File: src/rtl/ureg_n.sv
// Universal WIDTH-bit register: hold, load, shift, rotate, count up/down and
// synchronous clear, selected by a 3-bit mode; asynchronous active-low reset.
module ureg_n #(
  parameter int unsigned WIDTH     = 16,
  parameter logic [63:0] RESET_VAL = 64'd0
) (
  input  logic             clk,
  input  logic             reset_,
  input  logic             en,
  input  logic [2:0]       mode,
  input  logic [WIDTH-1:0] d,
  input  logic             sin,
  output logic [WIDTH-1:0] q,
  output logic             sout,
  output logic             tc,
  output logic             wrap
);

  localparam logic [WIDTH-1:0] RST_Q = RESET_VAL[WIDTH-1:0];

  typedef enum logic [2:0] {
    M_HOLD  = 3'b000,
    M_LOAD  = 3'b001,
    M_SHL   = 3'b010,
    M_SHR   = 3'b011,
    M_INC   = 3'b100,
    M_DEC   = 3'b101,
    M_CLR   = 3'b110,
    M_ROL   = 3'b111
  } mode_e;

  mode_e            mode_w;
  logic [WIDTH-1:0] q_q, q_d;
  logic             wrap_q, wrap_d;
  logic             tc_w;

  assign mode_w = mode_e'(mode);

  function automatic logic [WIDTH-1:0] next_val(
    input mode_e            m,
    input logic [WIDTH-1:0] cur,
    input logic [WIDTH-1:0] din,
    input logic             si
  );
    logic [WIDTH-1:0] nv;
    nv = cur;
    case (m)
      M_HOLD: nv = cur;
      M_LOAD: nv = din;
      M_SHL:  nv = {cur[WIDTH-2:0], si};
      M_SHR:  nv = {si, cur[WIDTH-1:1]};
      M_INC:  nv = cur + {{(WIDTH-1){1'b0}}, 1'b1};
      M_DEC:  nv = cur - {{(WIDTH-1){1'b0}}, 1'b1};
      M_CLR:  nv = '0;
      M_ROL:  nv = {cur[WIDTH-2:0], cur[WIDTH-1]};
      default: nv = cur;
    endcase
    return nv;
  endfunction

  // tc ignores en so a chain can use it as a look-ahead carry.
  always_comb begin
    tc_w = 1'b0;
    if (mode_w == M_INC)      tc_w = &q_q;
    else if (mode_w == M_DEC) tc_w = ~|q_q;
  end

  always_comb begin
    sout = 1'b0;
    case (mode_w)
      M_SHL, M_ROL: sout = q_q[WIDTH-1];
      M_SHR:        sout = q_q[0];
      default:      sout = 1'b0;
    endcase
  end

  always_comb begin
    q_d    = q_q;
    wrap_d = 1'b0;
    if (en) begin
      q_d    = next_val(mode_w, q_q, d, sin);
      wrap_d = tc_w;
    end
  end

  always_ff @(posedge clk or negedge reset_) begin
    if (!reset_) begin
      q_q    <= RST_Q;
      wrap_q <= 1'b0;
    end else begin
      q_q    <= q_d;
      wrap_q <= wrap_d;
    end
  end

  assign q    = q_q;
  assign tc   = tc_w;
  assign wrap = wrap_q;

endmodule
File: config.mk
export PLATFORM = sky130hd
export DESIGN_NAME = ureg_n
export DESIGN_NICKNAME = d
export VERILOG_FILES = /design/src/rtl/ureg_n.sv
export SDC_FILE = /design/constraint.sdc
export NUM_CORES = 1
export LEC_CHECK = 0
export BUFFER_PORTS_ARGS = -buffer_cell sky130_fd_sc_hd__buf_2
export CELL_PAD_IN_SITES_DETAIL_PLACEMENT = 1
export CELL_PAD_IN_SITES_GLOBAL_PLACEMENT = 1
export CORE_MARGIN = 2
export CORE_UTILIZATION = 41
export CTS_CLUSTER_DIAMETER = 100
export DETAILED_ROUTE_END_ITERATION = 10
export MAX_ROUTING_LAYER = met4
export PLACE_DENSITY = 0.87
export SYNTH_ARGS = -nofsm -noshare
export SYNTH_HDL_FRONTEND = slang
export SYNTH_SLANG_ARGS = --single-unit
File: constraint.sdc
create_clock -name clk -period 2.65 [get_ports clk]
set_input_delay 0.1325 -clock clk [delete_from_list [all_inputs] [get_ports clk]]
set_output_delay 0.1325 -clock clk [all_outputs]
set_load 0.01 [all_outputs]
==> impl_results.rst <==
.. list-table::
   :header-rows: 1

   * - Metric
     - Value
   * - Maximum number of buffers from clock root to sink
     - 2
   * - Root Driver
     - sky130_fd_sc_hd__clkbuf_8
   * - Area share of the largest cell type after synthesis
     - 18.43%
   * - Area of the die
     - 6247 um2
   * - Worst-case setup margin in the final layout
     - 0.2279 ns
   * - Ys Warns
     - 0
   * - VDD IR max
     - 198.5 uV
   * - Hold violation count in the final report
     - 0
   * - Number of slew-limit violations in the final report
     - 0
   * - Worst setup path endpoint
     - q[10]
   * - Register area share after synthesis
     - 18.43%
   * - GPL Wtd Cong
     - 0.9831
   * - Crit Path Class
     - reg -> reg
   * - Clock tree from TritonCTS
     - done
   * - Post-synth top area cell
     - sky130_fd_sc_hd__dfrtp_1
   * - CP max stage delay
     - 0.47 ns
   * - # fillers
     - 736
   * - Initial cell density of the core
     - 42.18%
   * - Quantity of I/O buffers inserted on ports
     - 41
   * - Crit path from
     - q[1]
   * - Number of DRC violations after detailed-routing iteration 0
     - 273
   * - Flop pwr share
     - 27.8%
   * - Clock buffer count from CTS
     - 3
   * - Number of antenna violations at the first check in global routing
     - 0
   * - Routed wire length
     - 8.811 mm
   * - Area of the core
     - 5473 um2
   * - Required time at the worst-slack endpoint
     - 2.80 ns
   * - Worst slew margin relative to its limit
     - 62.13%
   * - Achievable clock frequency
     - 0.4129 GHz
   * - First-pass GRT wire length
     - 14.23 mm
   * - CP startpoint kind
     - flip-flop
   * - Row count
     - 27
   * - Final net count
     - 395
   * - WHS
     - 0.1853 ns
   * - Per-instance average area after synthesis
     - 7.447 um2
   * - Origin of the critical flop-to-flop path
     - q[1]
   * - Buf/Inv on CP
     - 1
   * - Netlist Area Pre-Place
     - 2308 um2
   * - Total of cells resized after clock tree synthesis
     - 0
   * - Result of the run
     - completed
   * - Period utilization
     - 91.40%
   * - Final period demand of the worst path
     - 2.422 ns
   * - Post-Place Worst Slack
     - -0.002055 ns
   * - Worst-case clock skew
     - 0.005725 ns
   * - Die Span Y
     - 79.04 um
   * - First-pass iteration count of the detailed router
     - 4
   * - Worst min path class
     - in -> reg
   * - Placed wire-length estimate after detailed placement
     - 6.554 mm
   * - Fraction of registers with async set/reset
     - 100.0%
   * - Via total after detailed routing
     - 2754
   * - Cell count of the worst reg-to-reg path
     - 7
   * - Pin slew with the least headroom to its limit
     - 0.5680 ns
   * - Power density of the placed cells
     - 516.2 nW/um2
   * - Worst-path fanout max
     - 6
   * - Leak
     - 1.178 nW
   * - R2r setup slk
     - 0.23 ns
   * - DRC
     - 0
   * - Vias per Instance
     - 6.435
   * - Net switching power
     - 0.0006625 W
   * - Routed length per instance
     - 20.59 um
   * - Combinational group share of total power
     - 57.1%
   * - Synthesis-to-layout area growth
     - 17.18%
   * - Part of the total power dissipated in the clock network
     - 15.1%
   * - Critical path endpoint category
     - flip-flop
   * - R2r endpoint
     - q[10]
   * - Clock transition time at the flip-flop clock pins of the worst setup and hold paths
     - 0.08 ns
   * - GR Util All Layers
     - 29.58%
   * - Clock latency at the later pin of the worst-skew pair
     - 0.26 ns
   * - Most used flip-flop cell after synthesis
     - sky130_fd_sc_hd__dfrtp_1
   * - Register bit total from synthesis
     - 17
   * - Final standard cell utilization of the core
     - 49.43%
   * - Depth of the critical timing path with buffers and inverters included
     - 7
   * - Gate count after technology mapping
     - 310
   * - Final count of negative-setup-slack endpoints
     - 0
   * - Post-synth EDFFs
     - 0
   * - Global-route congestion overflow total
     - 0
   * - Max stage delay cell, worst path
     - sky130_fd_sc_hd__dfrtp_1
   * - I/O pin count
     - 42
   * - Clock tree sinks
     - 17
   * - Top cells by count, synth
     - 36 x sky130_fd_sc_hd__nand2_1, 23 x sky130_fd_sc_hd__a21oi_1, 22 x sky130_fd_sc_hd__o21ai_0
   * - Number of H-tree levels
     - 1
   * - Library cell with the highest instance count after synthesis
     - sky130_fd_sc_hd__nand2_1
   * - Diode insertion count for antenna repair
     - 0
   * - Final antenna-violating net count
     - 0
   * - Unrepaired setup endpoints after global routing
     - no
   * - Internal power summed over all cells
     - 0.0007337 W
   * - Nets in the synthesized netlist
     - 348
   * - Cell type group with the largest total delay on the critical path
     - compound AO/OA/AOI/OAI gates
   * - Most area-consuming cells after synthesis
     - sky130_fd_sc_hd__dfrtp_1 18%, sky130_fd_sc_hd__ha_1 7.6%, sky130_fd_sc_hd__nand2_1 5.9%, sky130_fd_sc_hd__a21oi_1 5.0%, sky130_fd_sc_hd__o21ai_0 4.8%
   * - Proportion of layout cells with a drive suffix above 1
     - 21.91%
   * - Width of the chip
     - 79.04 um
   * - Largest net degree at the start of global routing
     - 48
   * - Max-cap check violation count
     - 0
   * - Switching share of total power
     - 47.45%
   * - Ordered cell list for the critical path
     - inv_1 > fa_1 > nor2b_1 > o31a_1 > o21ai_1 > o2111a_1 > a211o_1
   * - Arrival time worst endpoint
     - 2.57 ns
   * - Number of global-route vias before repair
     - 2810
   * - Distinct cell type count after synthesis
     - 65
[per-layer routing]
layer | global-route usage, % | vias up | routed length (um)
li1 | - | 1268 | -
met1 | 38.62 | 1389 | 3893
met2 | 49.92 | 85 | 4371
met3 | 1.818 | 12 | 418
met4 | 8.103 | 0 | 128
met5 | - | - | 0
[worst min path at each step]
stage / from / to / slack [ns] / cells past startpoint
finish: d[0] / q[0] / 0.19 / 3
global route: d[0] / q[0] / 0.20 / 3
CTS: d[0] / q[0] / 0.18 / 3
detailed placement: reset_ / wrap / 0.11 / 1
global placement: reset_ / q[9] / 0.12 / 1
floorplan: reset_ / q[0] / -0.16 / 0
[placed cells by master (no fill, tap or decap), types with 4 or more instances in the layout]
cell / count
sky130_fd_sc_hd__o21ai_0: 22
sky130_fd_sc_hd__o21a_1: 5
sky130_fd_sc_hd__nor2_1: 21
sky130_fd_sc_hd__nand3_1: 15
sky130_fd_sc_hd__a22oi_1: 4
sky130_fd_sc_hd__dfrtp_1: 17
sky130_fd_sc_hd__ha_1: 14
sky130_fd_sc_hd__o31ai_1: 6
sky130_fd_sc_hd__a31oi_1: 4
sky130_fd_sc_hd__buf_2: 41
sky130_fd_sc_hd__inv_1: 11
sky130_fd_sc_hd__o31a_1: 4
sky130_fd_sc_hd__nor4_1: 5
sky130_fd_sc_hd__a211oi_1: 9
sky130_fd_sc_hd__mux2i_1: 7
sky130_fd_sc_hd__buf_4: 17
sky130_fd_sc_hd__nand2b_1: 7
sky130_fd_sc_hd__o22ai_1: 4
sky130_fd_sc_hd__a21oi_1: 23
sky130_fd_sc_hd__o211ai_1: 4
sky130_fd_sc_hd__nor2b_1: 10
sky130_fd_sc_hd__nor3_1: 6
sky130_fd_sc_hd__nand2_1: 36
sky130_fd_sc_hd__nand4_1: 5
[flip-flops by register name, indices dropped and copies added, names as in the netlist]
name	flops
wrap	1
q	16
[worst reg2reg max path, stage by stage, from the launching register on]
cell and delay [ns]:
sky130_fd_sc_hd__dfrtp_1 0.47, sky130_fd_sc_hd__inv_1 0.13, sky130_fd_sc_hd__fa_1 0.46, sky130_fd_sc_hd__nor2b_1 0.19, sky130_fd_sc_hd__o31a_1 0.29, sky130_fd_sc_hd__o21ai_1 0.22, sky130_fd_sc_hd__o2111a_1 0.28, sky130_fd_sc_hd__a211o_1 0.26
[metrics by stage]
stage / setup TNS (ns) / cell area [um2] / std cells / total power [W]
2_1_floorplan: 0 / 2308 / 310 / 0.0008707
3_3_place_gp: 0 / 2650 / 423 / 0.001137
3_5_place_dp: -0.002055 / 2650 / 423 / 0.001169
4_1_cts: 0 / 2705 / 428 / 0.001385
5_1_grt: 0 / 2705 / 428 / 0.001479
6_report: 0 / 2705 / 428 / 0.001396
[area by class of cell]
type | instances | area, um2 | share of cell area [%]
tap | 72 | 90.09 | 3.330
timing repair buffer | 59 | 342.8 | 12.67
inverter | 13 | 48.80 | 1.804
multi-input combinational | 263 | 1753 | 64.80
clock buffer | 4 | 45.04 | 1.665
sequential | 17 | 425.4 | 15.73
[timing repair]
action	CTS	global route
hold buffers	1	0
endpoints found under the hold margin	17	0
buffers inserted	0	0
[kinds of logic (layout without fill, tap and decap cells)]
family          Yosys count  in the layout  synth area share (%)
fa+ha+maj                15             15                 8.455
compound gates          118            118                 36.64
simple gates            117            117                 25.20
buf+inv                  30             76                 5.636
flops                    17             17                 18.43
mux                      10             10                 4.499
xor+xnor                  3              3                 1.138
[power by group through the flow]
| stage | Sequential, W | Combinational (W) | Clock [W] |
|---|---|---|---|
| after detailed placement | 0.000389 | 0.000780 | 0 |
| after global placement | 0.000387 | 0.000750 | 0 |
| after CTS | 0.000385 | 0.000786 | 0.000214 |
| after global routing | 0.000392 | 0.000870 | 0.000217 |
| final | 0.000389 | 0.000797 | 0.000211 |
| after floorplan | 0.000405 | 0.000465 | 0 |
Power figures use the tool's default switching activity.
